File: src/rtl/plic_pkg.sv
// plic_lite shared constants: register offsets, ID sizing, gateway state encoding.
// No logic, no latency.
// No flow control.
package plic_pkg;
  localparam int PLIC_MAX_SRC = 31;
  localparam int PLIC_ID_W    = 5;

  localparam logic [9:0] PLIC_PRIO_BASE = 10'h000;
  localparam logic [9:0] PLIC_PEND_OFF  = 10'h080;
  localparam logic [9:0] PLIC_EN_OFF    = 10'h100;
  localparam logic [9:0] PLIC_THR_OFF   = 10'h180;
  localparam logic [9:0] PLIC_CLAIM_OFF = 10'h184;

  localparam logic [1:0] GW_IDLE = 2'd0;
  localparam logic [1:0] GW_PEND = 2'd1;
  localparam logic [1:0] GW_SERV = 2'd2;
endpackage

File: src/rtl/plic_gateway.sv
// Per-source gateway IDLE/PEND/SERV; edge-triggered with one-deep memory under PLIC_EDGE_TRIG_EN.
// Line to pending: 1 edge.
// No flow control; claim/complete are single-cycle strobes.
module plic_gateway
  import plic_pkg::*;
(
  input  logic clk,
  input  logic resetn,
  input  logic line,
  input  logic claim,
  input  logic complete,
  output logic pending,
  output logic in_service
);

  logic [1:0] state_q, state_d;
  logic       rise;

`ifdef PLIC_EDGE_TRIG_EN
  logic line_q, flag_q, flag_d;

  assign rise = line & ~line_q;

  always_ff @(posedge clk or negedge resetn) begin
    if (!resetn) begin
      line_q <= 1'b0;
      flag_q <= 1'b0;
    end else begin
      line_q <= line;
      flag_q <= flag_d;
    end
  end
`else
  assign rise = line;
`endif

  always_comb begin
    state_d = state_q;
`ifdef PLIC_EDGE_TRIG_EN
    flag_d  = flag_q;
`endif
    case (state_q)
      GW_IDLE: if (rise) state_d = GW_PEND;
      GW_PEND: if (claim) state_d = GW_SERV;
      GW_SERV: begin
`ifdef PLIC_EDGE_TRIG_EN
        // an edge seen while in service re-raises pending straight after complete
        if (complete) begin
          state_d = (flag_q | rise) ? GW_PEND : GW_IDLE;
          flag_d  = 1'b0;
        end else if (rise) begin
          flag_d = 1'b1;
        end
`else
        if (complete) state_d = GW_IDLE;
`endif
      end
      default: state_d = GW_IDLE;
    endcase
  end

  always_ff @(posedge clk or negedge resetn) begin
    if (!resetn) state_q <= GW_IDLE;
    else         state_q <= state_d;
  end

  assign pending    = (state_q == GW_PEND);
  assign in_service = (state_q == GW_SERV);

endmodule

File: src/rtl/plic_lite.sv
// Platform-level interrupt controller: gateways, priority/threshold arbitration, claim/complete (PLIC_EDGE_TRIG_EN selects edge gateways).
// Line to plic_notif: 2 edges; core_rdata registered, valid the cycle after core_ren.
// No backpressure; every bus access completes in one cycle, write wins over a simultaneous read.
module plic_lite
  import plic_pkg::*;
#(
  parameter int NUM_SRC = 8,
  parameter int PRIO_W  = 3,
  parameter int ADDR_W  = 24
) (
  input  logic                 clk,
  input  logic                 resetn,
  input  logic [NUM_SRC-1:0]   intr_bundle,
  input  logic                 core_wen,
  input  logic                 core_ren,
  input  logic [ADDR_W-1:0]    core_addr,
  input  logic [31:0]          core_wdata,
  output logic [31:0]          core_rdata,
  output logic                 plic_notif,
  output logic [PLIC_ID_W-1:0] claim_id_o
);

  localparam int N = (NUM_SRC > PLIC_MAX_SRC) ? PLIC_MAX_SRC : NUM_SRC;

  logic [9:0]           off, prio_rel;
  logic                 rd_act, claim_rd, claim_ok, comp_wr;
  logic [PLIC_ID_W-1:0] comp_id;
  logic [PRIO_W-1:0]    prio_q [1:N];
  logic [N:1]           en_q, pend, serv;
  logic [PRIO_W-1:0]    thr_q, best_prio_q, best_prio_d;
  logic [PLIC_ID_W-1:0] best_id_q, best_id_d;
  logic [31:0]          rd_val;
  logic                 unused_bits;

  assign off      = {core_addr[9:2], 2'b00};
  assign prio_rel = off - PLIC_PRIO_BASE;
  assign rd_act   = core_ren & ~core_wen;
  assign claim_rd = rd_act && (off == PLIC_CLAIM_OFF);
  assign claim_ok = claim_rd && (best_prio_q > thr_q);
  assign comp_wr  = core_wen && (off == PLIC_CLAIM_OFF);
  assign comp_id  = core_wdata[PLIC_ID_W-1:0];

  for (genvar i = 1; i <= N; i++) begin : g_src
    plic_gateway u_gw (
      .clk        (clk),
      .resetn     (resetn),
      .line       (intr_bundle[i-1]),
      .claim      (claim_ok && (best_id_q == PLIC_ID_W'(i))),
      .complete   (comp_wr && (comp_id == PLIC_ID_W'(i)) && serv[i]),
      .pending    (pend[i]),
      .in_service (serv[i])
    );
  end

  always_ff @(posedge clk or negedge resetn) begin
    if (!resetn) begin
      for (int i = 1; i <= N; i++) prio_q[i] <= '0;
      en_q  <= '0;
      thr_q <= '0;
    end else if (core_wen) begin
      for (int i = 1; i <= N; i++)
        if (off < PLIC_PEND_OFF && prio_rel[9:2] == 8'(i))
          prio_q[i] <= core_wdata[PRIO_W-1:0];
      if (off == PLIC_EN_OFF)  en_q  <= core_wdata[N:1];
      if (off == PLIC_THR_OFF) thr_q <= core_wdata[PRIO_W-1:0];
    end
  end

  // strict '>' keeps the lowest ID on equal priority; priority 0 never wins
  always_comb begin
    best_id_d   = '0;
    best_prio_d = '0;
    for (int i = 1; i <= N; i++) begin
      if (pend[i] && en_q[i] && prio_q[i] > best_prio_d) begin
        best_prio_d = prio_q[i];
        best_id_d   = PLIC_ID_W'(i);
      end
    end
  end

  always_ff @(posedge clk or negedge resetn) begin
    if (!resetn) begin
      best_id_q   <= '0;
      best_prio_q <= '0;
    end else if (claim_rd) begin
      best_id_q   <= '0;
      best_prio_q <= '0;
    end else begin
      best_id_q   <= best_id_d;
      best_prio_q <= best_prio_d;
    end
  end

  always_comb begin
    rd_val = '0;
    if (off < PLIC_PEND_OFF) begin
      for (int i = 1; i <= N; i++)
        if (prio_rel[9:2] == 8'(i)) rd_val[PRIO_W-1:0] = prio_q[i];
    end else begin
      case (off)
        PLIC_PEND_OFF:  rd_val[N:1] = pend;
        PLIC_EN_OFF:    rd_val[N:1] = en_q;
        PLIC_THR_OFF:   rd_val[PRIO_W-1:0] = thr_q;
        PLIC_CLAIM_OFF: if (best_prio_q > thr_q) rd_val[PLIC_ID_W-1:0] = best_id_q;
        default:        rd_val = '0;
      endcase
    end
  end

  always_ff @(posedge clk or negedge resetn) begin
    if (!resetn) core_rdata <= '0;
    else         core_rdata <= rd_act ? rd_val : '0;
  end

  assign plic_notif  = (best_prio_q > thr_q);
  assign claim_id_o  = best_id_q;
  assign unused_bits = ^{core_addr, core_wdata, intr_bundle};

endmodule

File: config.mk
export PLATFORM = sky130hd
export DESIGN_NAME = plic_lite
export DESIGN_NICKNAME = d
export VERILOG_FILES = /design/src/rtl/plic_pkg.sv /design/src/rtl/plic_gateway.sv /design/src/rtl/plic_lite.sv
export SDC_FILE = /design/constraint.sdc
export NUM_CORES = 1
export LEC_CHECK = 0
export ABC_AREA = 1
export CAP_MARGIN = 20
export CORE_MARGIN = 2
export CORE_UTILIZATION = 25
export CTS_CLUSTER_DIAMETER = 120
export CTS_CLUSTER_SIZE = 25
export DETAILED_ROUTE_END_ITERATION = 8
export DONT_BUFFER_PORTS = 1
export HOLD_SLACK_MARGIN = 0.05
export PLACE_DENSITY_LB_ADDON = 0.12
export RECOVER_POWER = 100
export SYNTH_ARGS = -nofsm -noshare
export SYNTH_HDL_FRONTEND = slang
export SYNTH_HIERARCHICAL = 1
export SYNTH_SLANG_ARGS = --single-unit
File: constraint.sdc
create_clock -name clk -period 12.85 [get_ports clk]
set_clock_uncertainty 0.2 [all_clocks]
set_input_delay 3.855 -clock clk [delete_from_list [all_inputs] [get_ports clk]]
set_output_delay 3.855 -clock clk [all_outputs]
set_load 0.02 [all_outputs]
==> impl_metrics.prom, run 1 <==
# TYPE chip_impl_metric gauge
chip_impl_metric{name="netlist-cell-type-count",unit=""} 44
chip_impl_metric{name="vdd_ir_drop_max",unit="mV"} 0.06595
chip_impl_info{name="timing.hold.worst.class",value="flop to flop"} 1
chip_impl_info{name="cp_launch_point",value="g_src[1].u_gw/state_q[1]"} 1
chip_impl_metric{name="grt_use_met2",unit="%"} 23.28
chip_impl_metric{name="synth.avg_cell_area",unit="sq um"} 7.384
chip_impl_metric{name="drv.max_cap_violation_count",unit=""} 0
chip_impl_metric{name="cts-hold-fix-buffers",unit=""} 0
chip_impl_metric{name="worst_ep_arrival_time",unit="ns"} 9.17
chip_impl_metric{name="global_route.usage.total",unit="%"} 14.40
chip_impl_metric{name="synth_seq_area_share",unit="%"} 36.74
chip_impl_metric{name="timing.hold.worst_path_depth",unit=""} 2
chip_impl_info{name="synth_largest_area_cell",value="sky130_fd_sc_hd__dfrtp_1"} 1
chip_impl_info{name="worstSetupPathType",value="flop to flop"} 1
chip_impl_metric{name="antenna_found_initial",unit=""} 2
chip_impl_info{name="synthMostInstantiatedCell",value="sky130_fd_sc_hd__nand2_1"} 1
chip_impl_info{name="global_route.peak_usage_layer",value="met2"} 1
chip_impl_metric{name="fp.dieArea",unit="sq um"} 19350
chip_impl_info{name="cp_slowest_cell",value="sky130_fd_sc_hd__o21ai_0"} 1
chip_impl_metric{name="number_of_standard_cell_rows_in_the_floorplan",unit=""} 49
chip_impl_metric{name="post_cts_buffers",unit=""} 0
chip_impl_metric{name="timing.reg2reg.worst_path_depth",unit=""} 51
chip_impl_metric{name="synth_enable_flop_cells",unit=""} 0
chip_impl_metric{name="routed_via_density",unit=""} 4.578
chip_impl_metric{name="via_count",unit=""} 3937
chip_impl_info{name="min_from",value="prio_q[9]"} 1
chip_impl_metric{name="layout_worst_path_cycle_share",unit="%"} 71.16
chip_impl_metric{name="globalplace.congestion",unit=""} 0.8234
chip_impl_info{name="unrepaired_setup_endpoints_after_global_routing",value="no"} 1
chip_impl_metric{name="avgRoutedWirePerCell",unit="um"} 15.62
chip_impl_metric{name="clock_latency_of_the_later_clocked_register_in_the_worst_skew_pair",unit="ns"} 0.34
chip_impl_info{name="yosys_most_used_dff",value="sky130_fd_sc_hd__dfrtp_1"} 1
chip_impl_metric{name="ctsHtreeMaxLevel",unit=""} 3
chip_impl_metric{name="largest_net_degree_at_the_start_of_global_routing",unit=""} 68
chip_impl_metric{name="yosys_warnings",unit=""} 6
chip_impl_metric{name="finalHoldViolations",unit=""} 0
chip_impl_metric{name="design.final.nets",unit=""} 710
chip_impl_metric{name="drt_initial_violations",unit=""} 258
chip_impl_info{name="startpoint_type",value="flop"} 1
chip_impl_metric{name="synthesis.area",unit="sq um"} 4563
chip_impl_metric{name="place_hpwl",unit="mm"} 10.59
chip_impl_metric{name="remaining_drc_errors",unit=""} 0
chip_impl_metric{name="setup_viol",unit=""} 0
chip_impl_metric{name="core-area",unit="sq um"} 17960
chip_impl_metric{name="cts_resized",unit=""} 0
chip_impl_metric{name="placement.cell_area",unit="sq um"} 4741
chip_impl_metric{name="globalRoute.totalOverflow",unit=""} 0
chip_impl_metric{name="clock-sinks",unit=""} 67
chip_impl_metric{name="critical_path_fanout_max",unit=""} 8
chip_impl_metric{name="die_height",unit="um"} 139.1
chip_impl_info{name="yosys-top-cells-area",value="sky130_fd_sc_hd__dfrtp_1 37%, sky130_fd_sc_hd__nand2_1 13%, sky130_fd_sc_hd__inv_1 7.7%"} 1
chip_impl_metric{name="whs",unit="ns"} 0.2910
chip_impl_info{name="endpoint_of_the_most_critical_register_to_register_path",value="best_prio_q[1]"} 1
chip_impl_metric{name="total_leakage_power",unit="nW"} 2.415
chip_impl_metric{name="worst-r2r-setup-slack",unit="ns"} 3.71
chip_impl_metric{name="totalNegativeSetupSlack",unit="ns"} 0
chip_impl_metric{name="met1_usage",unit="%"} 18.60
chip_impl_metric{name="fmaxAchievable",unit="GHz"} 0.1094
chip_impl_metric{name="routed_wirelength",unit="mm"} 13.43
chip_impl_metric{name="area_growth",unit="%"} 9.378
chip_impl_metric{name="gate_count_post_synth",unit=""} 618
chip_impl_metric{name="max_stage_delay",unit="ns"} 0.47
chip_impl_metric{name="cts_bufs_inserted",unit=""} 9
chip_impl_metric{name="ant_nets",unit=""} 0
chip_impl_metric{name="timing.critical_path.required",unit="ns"} 12.88
chip_impl_info{name="critical_path.most_common_cell",value="sky130_fd_sc_hd__nand2_1"} 1
chip_impl_metric{name="die_w",unit="um"} 139.1
chip_impl_metric{name="worstMarginPinSlew",unit="ns"} 0.8284
chip_impl_metric{name="synth_top_area_share",unit="%"} 36.74
chip_impl_metric{name="synthArstFlopShare",unit="%"} 100.0
chip_impl_metric{name="pwr_density_cell",unit="nW/um^2"} 131.6
chip_impl_metric{name="first_pass_grt_wire_length",unit="mm"} 21.29
chip_impl_metric{name="first_global_vias",unit=""} 3877
chip_impl_metric{name="slew_headroom",unit="%"} 44.35
chip_impl_metric{name="placement.io_buffers",unit=""} 0
chip_impl_metric{name="drt_pass1_iterations",unit=""} 5
chip_impl_metric{name="post-route-cell-area",unit="sq um"} 4991
chip_impl_metric{name="use_met3",unit="%"} 5.007
chip_impl_info{name="hold_end",value="prio_q[9]"} 1
chip_impl_info{name="cp-end-kind",value="flop"} 1
chip_impl_metric{name="finalMaxSlewViolations",unit=""} 0
chip_impl_info{name="cts_root_buf",value="sky130_fd_sc_hd__clkbuf_16"} 1
chip_impl_metric{name="cts_buffer_depth",unit=""} 2
chip_impl_metric{name="drive_gt1_share",unit="%"} 10.48
chip_impl_metric{name="top_level_ports",unit=""} 106
chip_impl_info{name="synth_commonest_cells",value="152 x sky130_fd_sc_hd__nand2_1, 93 x sky130_fd_sc_hd__inv_1, 67 x sky130_fd_sc_hd__dfrtp_1, 55 x sky130_fd_sc_hd__nor2_1, 39 x sky130_fd_sc_hd__o21ai_0"} 1
chip_impl_info{name="cts_tree",value="built"} 1
chip_impl_metric{name="register_bit_total_from_synthesis",unit=""} 67
chip_impl_metric{name="finalWorstPathRequiredPeriod",unit="ns"} 9.145
chip_impl_info{name="critical_path.reg2reg.startpoint",value="g_src[1].u_gw/state_q[1]"} 1
chip_impl_info{name="run_status",value="completed"} 1
chip_impl_metric{name="clkSlewWorstSetupHoldPaths",unit="ns"} 0.06
chip_impl_metric{name="initial_utilization",unit="%"} 25.40
chip_impl_metric{name="power",unit="W"} 0.0006566
## worst max-delay path, delay by kind of cell, from the launching register on
family          cells  cell delay, ns
simple gates       29            3.35
compound gates      9            2.31
flops               1            0.37
fa+ha+maj           7            2.19
buf+inv             6            0.55
## cell families after synthesis
kind of cell / after synthesis / synth area share, %
AOI/OAI and AO/OA: 92 / 13.05
adders and majority gates: 17 / 4.661
buffers and inverters: 126 / 12.45
DFF: 67 / 36.74
muxes: 4 / 0.9870
other: 1 / 0.08218
and+or+nand+nor: 311 / 32.03
## through the flow
step | util (%) | worst slack, ns | cells
floorplan | - | 5.635 | 641
global placement | 26.39 | 4.585 | 842
detailed placement | 26.39 | 4.418 | 842
CTS | 27.89 | 4.390 | 858
global route | 27.77 | 2.620 | 859
finish | 27.78 | 3.706 | 860
## area by class of cell
cell class | instances | area, sq um
Antenna cell | 1 | 2.502
Clock buffer | 9 | 225.2
Clock inverter | 7 | 43.79
Fill cell | 1972 | 12970
Inverter | 98 | 372.9
Multi-Input combinational cell | 448 | 2376
Sequential cell | 67 | 1677
Tap cell | 229 | 286.5
Timing Repair Buffer | 1 | 7.507
## routing by layer
metal | up-vias | share of wire [%]
met4 | 0 | 1.2
li1 | 1980 | -
met3 | 12 | 6.6
met5 | - | 0
met2 | 90 | 46
met1 | 1855 | 46
## cells in the final DEF (no fill, tap or decap), drive strengths merged
cell type and count:
nand2 170, inv 97, dfrtp 67, nor2 57, nand3 43, o21ai 42
conb 24, a21oi 21, nor3 18, ha 17, clkbuf 10, o21bai 9
nand4 8, nor4b 6, clkinv 6, or2 4, a211oi 4, mux2 4
a22oi 3, nor4 3, a311oi 3, and2 2, clkinvlp 2, diode 1
o31ai 1, a31o 1, a32oi 1, o2111ai 1, a221oi 1, a2111oi 1
o211ai 1, a32o 1, o221ai 1, a31oi 1
## state kept, by name (all words and copies together), names as in the netlist
| name | count |
|---|---|
| claim_id_o | 4 |
| g_src.u_gw/state_q | 16 |
| best_prio_q | 3 |
| thr_q | 3 |
| core_rdata | 9 |
| en_q | 8 |
| prio_q | 24 |
## report_power, final
part | internal, W | leakage (nW) | switching, W | total (W)
sequential | 0.000242 | 0.903 | 0.0000276 | 0.000269
clock | 0.000130 | 0.131 | 0.0000982 | 0.000228
combinational | 0.0000569 | 1.38 | 0.000103 | 0.000159
total | 0.000428 | 2.42 | 0.000228 | 0.000657
## how the worst max path moves through the flow
stage	endpoint	slack, ns	depth (start not counted)
5_1_grt	best_prio_q[1]	2.62	51
2_1_floorplan	best_prio_q[0]	5.64	52
3_5_place_dp	best_prio_q[0]	4.42	50
6_report	best_prio_q[1]	3.71	51
3_3_place_gp	best_prio_q[0]	4.58	51
4_1_cts	best_prio_q[1]	4.39	50
No activity file was read; power rests on OpenSTA's default activity.
==> run 2, diff against run 1 <==
- clock period: 12.85 -> 8.4 ns (I/O delays scaled with it)
==> impl_metrics.prom, run 2 (synthesized netlist as in run 1, its figures left out) <==
# TYPE chip_impl_metric gauge
chip_impl_metric{name="total_leakage_power",unit="nW"} 2.447
chip_impl_metric{name="first_global_vias",unit=""} 3886
chip_impl_info{name="mostFrequentLayoutCells",value="149 x sky130_fd_sc_hd__nand2_1, 91 x sky130_fd_sc_hd__inv_1, 67 x sky130_fd_sc_hd__dfrtp_1"} 1
chip_impl_metric{name="drt-met1-wl",unit="mm"} 6.183
chip_impl_metric{name="drive_gt1_share",unit="%"} 13.61
chip_impl_metric{name="max_stage_delay",unit="ns"} 0.38
chip_impl_info{name="timing.hold.worst.class",value="flop to flop"} 1
chip_impl_info{name="run_status",value="completed"} 1
chip_impl_info{name="cp_slowest_cell",value="sky130_fd_sc_hd__dfrtp_1"} 1
chip_impl_metric{name="antenna_found_initial",unit=""} 2
chip_impl_metric{name="die_height",unit="um"} 139.1
chip_impl_metric{name="globalplace.congestion",unit=""} 0.8234
chip_impl_metric{name="routed_wirelength",unit="mm"} 13.51
chip_impl_metric{name="core-area",unit="sq um"} 17960
chip_impl_info{name="most_common_library_cell_in_the_layout_ignoring_fill_and_taps",value="sky130_fd_sc_hd__nand2_1"} 1
chip_impl_metric{name="detailroute.wirelength.met3",unit="um"} 880
chip_impl_metric{name="met2RoutedLength",unit="mm"} 6.268
chip_impl_metric{name="ant_nets",unit=""} 0
chip_impl_metric{name="drt_initial_violations",unit=""} 192
chip_impl_metric{name="globalRoute.totalOverflow",unit=""} 0
chip_impl_metric{name="number_of_standard_cell_rows_in_the_floorplan",unit=""} 49
chip_impl_metric{name="multi_input_comb_area",unit="sq um"} 2446
chip_impl_info{name="critical_path.most_common_cell",value="sky130_fd_sc_hd__nand2_1"} 1
chip_impl_metric{name="finalWorstPathRequiredPeriod",unit="ns"} 7.744
chip_impl_metric{name="worst_ep_arrival_time",unit="ns"} 7.81
chip_impl_info{name="top_register",value="prio_q"} 1
chip_impl_metric{name="area_growth",unit="%"} 12.04
chip_impl_metric{name="worst-r2r-setup-slack",unit="ns"} 0.66
chip_impl_metric{name="clkSlewWorstSetupHoldPaths",unit="ns"} 0.06
chip_impl_metric{name="number_of_flip_flops_under_the_largest_register_name",unit=""} 24
chip_impl_metric{name="initial_utilization",unit="%"} 25.40
chip_impl_metric{name="first_pass_grt_wire_length",unit="mm"} 21.27
chip_impl_metric{name="die_w",unit="um"} 139.1
chip_impl_info{name="layout_top_registers",value="prio_q: 24 flops, g_src.u_gw/state_q: 16 flops, core_rdata: 9 flops"} 1
chip_impl_metric{name="pwr_density_cell",unit="nW/um^2"} 205.5
chip_impl_info{name="cts_tree",value="built"} 1
chip_impl_info{name="hold_end",value="prio_q[12]"} 1
chip_impl_metric{name="slew_headroom",unit="%"} 25.90
chip_impl_metric{name="ff_latch_area",unit="sq um"} 1677
chip_impl_metric{name="drt_pass1_iterations",unit=""} 4
chip_impl_info{name="min_from",value="prio_q[12]"} 1
chip_impl_info{name="cp-end-kind",value="flop"} 1
chip_impl_metric{name="timing.hold.worst_path_depth",unit=""} 2
chip_impl_metric{name="cts-hold-fix-buffers",unit=""} 0
chip_impl_metric{name="critical_path_fanout_max",unit=""} 8
chip_impl_metric{name="layout_worst_path_cycle_share",unit="%"} 92.19
chip_impl_metric{name="fmaxAchievable",unit="GHz"} 0.1291
chip_impl_metric{name="drv.max_cap_violation_count",unit=""} 0
chip_impl_metric{name="finalHoldViolations",unit=""} 0
chip_impl_metric{name="avgRoutedWirePerCell",unit="um"} 15.65
chip_impl_info{name="critical_path.reg2reg.startpoint",value="g_src[1].u_gw/state_q[1]"} 1
chip_impl_metric{name="clock_latency_of_the_later_clocked_register_in_the_worst_skew_pair",unit="ns"} 0.35
chip_impl_info{name="cts_root_buf",value="sky130_fd_sc_hd__clkbuf_16"} 1
chip_impl_metric{name="setup_viol",unit=""} 0
chip_impl_metric{name="place_hpwl",unit="mm"} 10.64
chip_impl_metric{name="number_of_fill_cells",unit=""} 1941
chip_impl_info{name="top_layer_used",value="met4"} 1
chip_impl_metric{name="fp.dieArea",unit="sq um"} 19350
chip_impl_metric{name="ctsHtreeMaxLevel",unit=""} 3
chip_impl_metric{name="vdd_ir_drop_max",unit="mV"} 0.1313
chip_impl_metric{name="via_count",unit=""} 3936
chip_impl_metric{name="routed_via_density",unit=""} 4.561
chip_impl_metric{name="design.final.nets",unit=""} 712
chip_impl_metric{name="top_level_ports",unit=""} 106
chip_impl_metric{name="postLayoutCoreUtil",unit="%"} 28.46
chip_impl_metric{name="cts_buffer_depth",unit=""} 2
chip_impl_metric{name="remaining_drc_errors",unit=""} 0
chip_impl_metric{name="global_route.usage.total",unit="%"} 14.38
chip_impl_metric{name="worstMarginPinSlew",unit="ns"} 1.103
chip_impl_metric{name="placement.io_buffers",unit=""} 0
chip_impl_metric{name="largest_net_degree_at_the_start_of_global_routing",unit=""} 68
chip_impl_info{name="startpoint_type",value="flop"} 1
chip_impl_info{name="unrepaired_setup_endpoints_after_global_routing",value="no"} 1
chip_impl_metric{name="cts_bufs_inserted",unit=""} 9
chip_impl_info{name="worstSetupPathType",value="flop to flop"} 1
chip_impl_metric{name="timing.reg2reg.worst_path_depth",unit=""} 55
chip_impl_metric{name="timing.critical_path.required",unit="ns"} 8.46
chip_impl_metric{name="finalMaxSlewViolations",unit=""} 0
chip_impl_metric{name="clock-sinks",unit=""} 67
chip_impl_info{name="endpoint_of_the_most_critical_register_to_register_path",value="claim_id_o[0]"} 1
chip_impl_metric{name="totalNegativeSetupSlack",unit="ns"} 0
run 2: cell count changes in the layout (fill, tap and decap cells not counted), moves of 2 or more:
cell / delta
sky130_fd_sc_hd__o21ai_0: -9
sky130_fd_sc_hd__nand2_1: -6
sky130_fd_sc_hd__o21ai_2: +6
sky130_fd_sc_hd__nand2_2: +4
sky130_fd_sc_hd__buf_4: +3
sky130_fd_sc_hd__inv_1: -3
sky130_fd_sc_hd__inv_2: +3
sky130_fd_sc_hd__o21ai_1: +3
sky130_fd_sc_hd__clkinv_2: -2
sky130_fd_sc_hd__nand2_4: +2
sky130_fd_sc_hd__nor2_1: -2
run 2: critical path, delay by kind of cell, from the launching register on:
kind	cells	cell delay (ns)
AND/OR/NAND/NOR	32	3.50
adder cells (fa/ha/maj)	7	1.97
AO/OA/AOI/OAI	9	0.90
buffers and inverters	7	0.65
flip-flops	1	0.38
run 2: power by group:
part,total (W),switching [W],internal [W]
clock,0.000390,0.000152,0.000238
sequential,0.000414,0.0000442,0.000370
combinational,0.000247,0.000158,0.0000886
run 2: worst max path at each step:
stage | endpoint | slack (ns) | cells after the start | startpoint
detailed placement | best_prio_q[1] | 0.02 | 50 | g_src[1].u_gw/state_q[1]
CTS | best_prio_q[0] | 0.01 | 50 | g_src[1].u_gw/state_q[1]
finish | claim_id_o[0] | 0.66 | 55 | g_src[1].u_gw/state_q[1]
global placement | best_prio_q[0] | 0.13 | 51 | g_src[1].u_gw/state_q[1]
global route | best_prio_q[2] | 0.006 | 57 | g_src[1].u_gw/state_q[1]
floorplan | best_prio_q[0] | 1.19 | 52 | g_src[1].u_gw/state_q[1]
run 2: what timing repair did:
item                                    in CTS  in global routing
endpoints found under the setup margin       0                  7
buffers inserted                             0                  3
hold endpoints to repair                     0                  0
resized for setup                            0                 19
run 2: area by class of cell:
class,instances,area share [%]
Sequential cell,67,32.79
Tap cell,229,5.605
Inverter,98,7.293
Antenna cell,2,0.09790
Multi-Input combinational cell,448,47.85
Timing Repair Buffer,3,0.4405
Clock buffer,10,4.674
Clock inverter,6,1.248
run 2: layer usage:
metal / vias up / GRT usage, %
met1: 1866 / 18.33
met5: - / 0
met2: 82 / 23.49
met3: 8 / 4.558
met4: 0 / 4.094
li1: 1980 / -
run 2: stage by stage:
stage	hold slack, ns	cell area (sq um)	total power, W	instances	worst slack, ns
5_1_grt	0.3263	5107	0.001123	861	0.005623
2_1_floorplan	0.2530	4649	0.0006145	641	1.185
6_report	0.2898	5112	0.001051	863	0.6562
3_3_place_gp	0.2752	4741	0.0006577	842	0.1349
4_1_cts	0.2945	5044	0.001063	858	0.01122
3_5_place_dp	0.2802	4741	0.0006655	842	0.01796
==> run 3, diff against run 2 <==
- CORE_MARGIN: 2 -> 4
- RECOVER_POWER: 100 -> not set
==> impl_metrics.prom, run 3 (synthesized netlist as in run 1, its figures left out) <==
# TYPE chip_impl_metric gauge
chip_impl_metric{name="design.final.nets",unit=""} 711
chip_impl_info{name="most_common_library_cell_in_the_layout_ignoring_fill_and_taps",value="sky130_fd_sc_hd__nand2_1"} 1
chip_impl_info{name="mostFrequentLayoutCells",value="150 x sky130_fd_sc_hd__nand2_1, 90 x sky130_fd_sc_hd__inv_1, 67 x sky130_fd_sc_hd__dfrtp_1"} 1
chip_impl_metric{name="core-area",unit="sq um"} 17960
chip_impl_metric{name="area_growth",unit="%"} 12.83
chip_impl_metric{name="fin_worst_setup_slack",unit="ns"} 0.6990
chip_impl_metric{name="placement.cell_area",unit="sq um"} 4741
chip_impl_info{name="endpoint_of_the_most_critical_register_to_register_path",value="best_prio_q[2]"} 1
chip_impl_metric{name="drt_initial_violations",unit=""} 241
chip_impl_metric{name="fp.dieArea",unit="sq um"} 20480
chip_impl_metric{name="finalMaxSlewViolations",unit=""} 0
chip_impl_metric{name="clock-sinks",unit=""} 67
chip_impl_metric{name="clock_latency_of_the_later_clocked_register_in_the_worst_skew_pair",unit="ns"} 0.34
chip_impl_metric{name="cts_buffer_depth",unit=""} 2
chip_impl_metric{name="post-route-cell-area",unit="sq um"} 5149
chip_impl_metric{name="multi_input_comb_area",unit="sq um"} 2469
chip_impl_info{name="layout_top_registers",value="prio_q: 24 flops, g_src.u_gw/state_q: 16 flops, core_rdata: 9 flops"} 1
chip_impl_info{name="timing.hold.worst.class",value="flop to flop"} 1
chip_impl_info{name="cts_tree",value="built"} 1
chip_impl_info{name="critical_path.reg2reg.startpoint",value="g_src[1].u_gw/state_q[1]"} 1
chip_impl_metric{name="timing.critical_path.required",unit="ns"} 8.46
chip_impl_metric{name="number_of_flip_flops_under_the_largest_register_name",unit=""} 24
chip_impl_metric{name="finalWorstPathRequiredPeriod",unit="ns"} 7.701
chip_impl_metric{name="top_level_ports",unit=""} 106
chip_impl_metric{name="whs",unit="ns"} 0.3008
chip_impl_metric{name="ant_nets",unit=""} 0
chip_impl_metric{name="routed_via_density",unit=""} 4.514
chip_impl_metric{name="total_leakage_power",unit="nW"} 2.460
chip_impl_metric{name="globalRoute.totalOverflow",unit=""} 0
chip_impl_metric{name="first_pass_grt_wire_length",unit="mm"} 21.51
chip_impl_info{name="cp-end-kind",value="flop"} 1
chip_impl_metric{name="avgRoutedWirePerCell",unit="um"} 15.67
chip_impl_info{name="cp_launch_point",value="g_src[1].u_gw/state_q[1]"} 1
chip_impl_metric{name="place_hpwl",unit="mm"} 10.72
chip_impl_metric{name="ctsHtreeMaxLevel",unit=""} 3
chip_impl_info{name="critical_path.most_common_cell",value="sky130_fd_sc_hd__nand2_1"} 1
chip_impl_metric{name="max_stage_delay",unit="ns"} 0.39
chip_impl_metric{name="finalHoldViolations",unit=""} 0
chip_impl_metric{name="layout_worst_path_cycle_share",unit="%"} 91.68
chip_impl_metric{name="global_route.usage.total",unit="%"} 13.87
chip_impl_info{name="cp_slowest_cell",value="sky130_fd_sc_hd__dfrtp_1"} 1
chip_impl_info{name="min_from",value="prio_q[12]"} 1
chip_impl_metric{name="die_w",unit="um"} 143.1
chip_impl_metric{name="antenna_found_initial",unit=""} 1
chip_impl_metric{name="drt_pass1_iterations",unit=""} 4
chip_impl_metric{name="ff_latch_area",unit="sq um"} 1677
chip_impl_metric{name="pwr_density_cell",unit="nW/um^2"} 209.7
chip_impl_info{name="hold_end",value="prio_q[12]"} 1
chip_impl_info{name="run_status",value="completed"} 1
chip_impl_metric{name="cts-hold-fix-buffers",unit=""} 0
chip_impl_metric{name="remaining_drc_errors",unit=""} 0
chip_impl_metric{name="clkSlewWorstSetupHoldPaths",unit="ns"} 0.06
chip_impl_info{name="worstSetupPathType",value="flop to flop"} 1
chip_impl_metric{name="worst-r2r-setup-slack",unit="ns"} 0.70
chip_impl_info{name="top_register",value="prio_q"} 1
chip_impl_info{name="cts_root_buf",value="sky130_fd_sc_hd__clkbuf_16"} 1
chip_impl_metric{name="postLayoutCoreUtil",unit="%"} 28.66
chip_impl_metric{name="slew_headroom",unit="%"} 28.85
chip_impl_metric{name="cts_bufs_inserted",unit=""} 9
chip_impl_metric{name="number_of_fill_cells",unit=""} 1963
chip_impl_metric{name="timing.reg2reg.worst_path_depth",unit=""} 57
chip_impl_metric{name="worstMarginPinSlew",unit="ns"} 1.059
chip_impl_metric{name="setup_viol",unit=""} 0
chip_impl_metric{name="initial_utilization",unit="%"} 25.40
chip_impl_metric{name="largest_net_degree_at_the_start_of_global_routing",unit=""} 68
chip_impl_metric{name="placement.io_buffers",unit=""} 0
chip_impl_metric{name="detailedPlace.worstSlack",unit="ns"} 0.03232
chip_impl_metric{name="drive_gt1_share",unit="%"} 13.81
chip_impl_metric{name="vdd_ir_drop_max",unit="mV"} 0.1372
chip_impl_metric{name="number_of_standard_cell_rows_in_the_floorplan",unit=""} 49
chip_impl_metric{name="fmaxAchievable",unit="GHz"} 0.1299
chip_impl_metric{name="drv.max_cap_violation_count",unit=""} 0
chip_impl_metric{name="routed_wirelength",unit="mm"} 13.48
chip_impl_metric{name="first_global_vias",unit=""} 3946
chip_impl_info{name="startpoint_type",value="flop"} 1
chip_impl_metric{name="via_count",unit=""} 3882
chip_impl_metric{name="worst_ep_arrival_time",unit="ns"} 7.76
chip_impl_metric{name="globalplace.congestion",unit=""} 0.8381
chip_impl_metric{name="die_height",unit="um"} 143.1
chip_impl_metric{name="timing.hold.worst_path_depth",unit=""} 2
chip_impl_metric{name="critical_path_fanout_max",unit=""} 8
==> run 3: changes by cell type in the layout (fill, tap and decap cells not counted), moves of 2 or more <==
cell	previous run	this run
sky130_fd_sc_hd__clkinvlp_4	2	0
sky130_fd_sc_hd__o21ai_1	4	6
sky130_fd_sc_hd__nor3_1	18	16
sky130_fd_sc_hd__nor3_2	0	2
==> run 3: what timing repair did <==
action                     in CTS  in global routing
setup buffers                   0                  2
resized for setup               0                 24
setup endpoints to repair       0                  7
==> run 3: routing by layer <==
layer	routed length, um	up-vias	share of wire (%)	global-route usage, %
li1	-	1975	-	-
met4	255	2	1.9	4.252
met1	6073	1790	45	17.96
met2	6063	96	45	21.91
met5	7	-	0.052	0
met3	1077	19	8.0	4.722
==> run 3: how the worst max path moves through the flow <==
stage / end
6_report: best_prio_q[2]
5_1_grt: best_prio_q[2]
4_1_cts: best_prio_q[1]
3_5_place_dp: best_prio_q[1]
3_3_place_gp: best_prio_q[1]
2_1_floorplan: best_prio_q[0]
==> run 3: per-stage QoR <==
stage	total power, W	setup TNS (ns)	cells
4_1_cts	0.001092	0	857
2_1_floorplan	0.0006145	0	641
6_report	0.001080	0	860
3_3_place_gp	0.0006579	0	842
3_5_place_dp	0.0006648	0	842
5_1_grt	0.001150	-0.03576	859
==> run 3: final cells by class <==
cell class	count	share of cell area, %
Antenna cell	1	0.04860
Clock buffer	11	4.909
Clock inverter	4	1.434
Inverter	98	7.242
Multi-Input combinational cell	448	47.95
Sequential cell	67	32.56
Tap cell	229	5.565
Timing Repair Buffer	2	0.2916
==> run 3: where the power goes <==
group / switching (W) / internal [W]
registers: 0.0000434 / 0.000370
clock network: 0.000146 / 0.000274
logic: 0.000157 / 0.0000884
total: 0.000347 / 0.000733
==> run 3: worst max-delay path, delay by kind of cell (launching register included) <==
family                   cells  cell delay (ns)
AO/OA/AOI/OAI                8             0.78
adder cells (fa/ha/maj)      7             2.11
buffers and inverters        8             0.73
flip-flops                   1             0.39
AND/OR/NAND/NOR             34             3.37
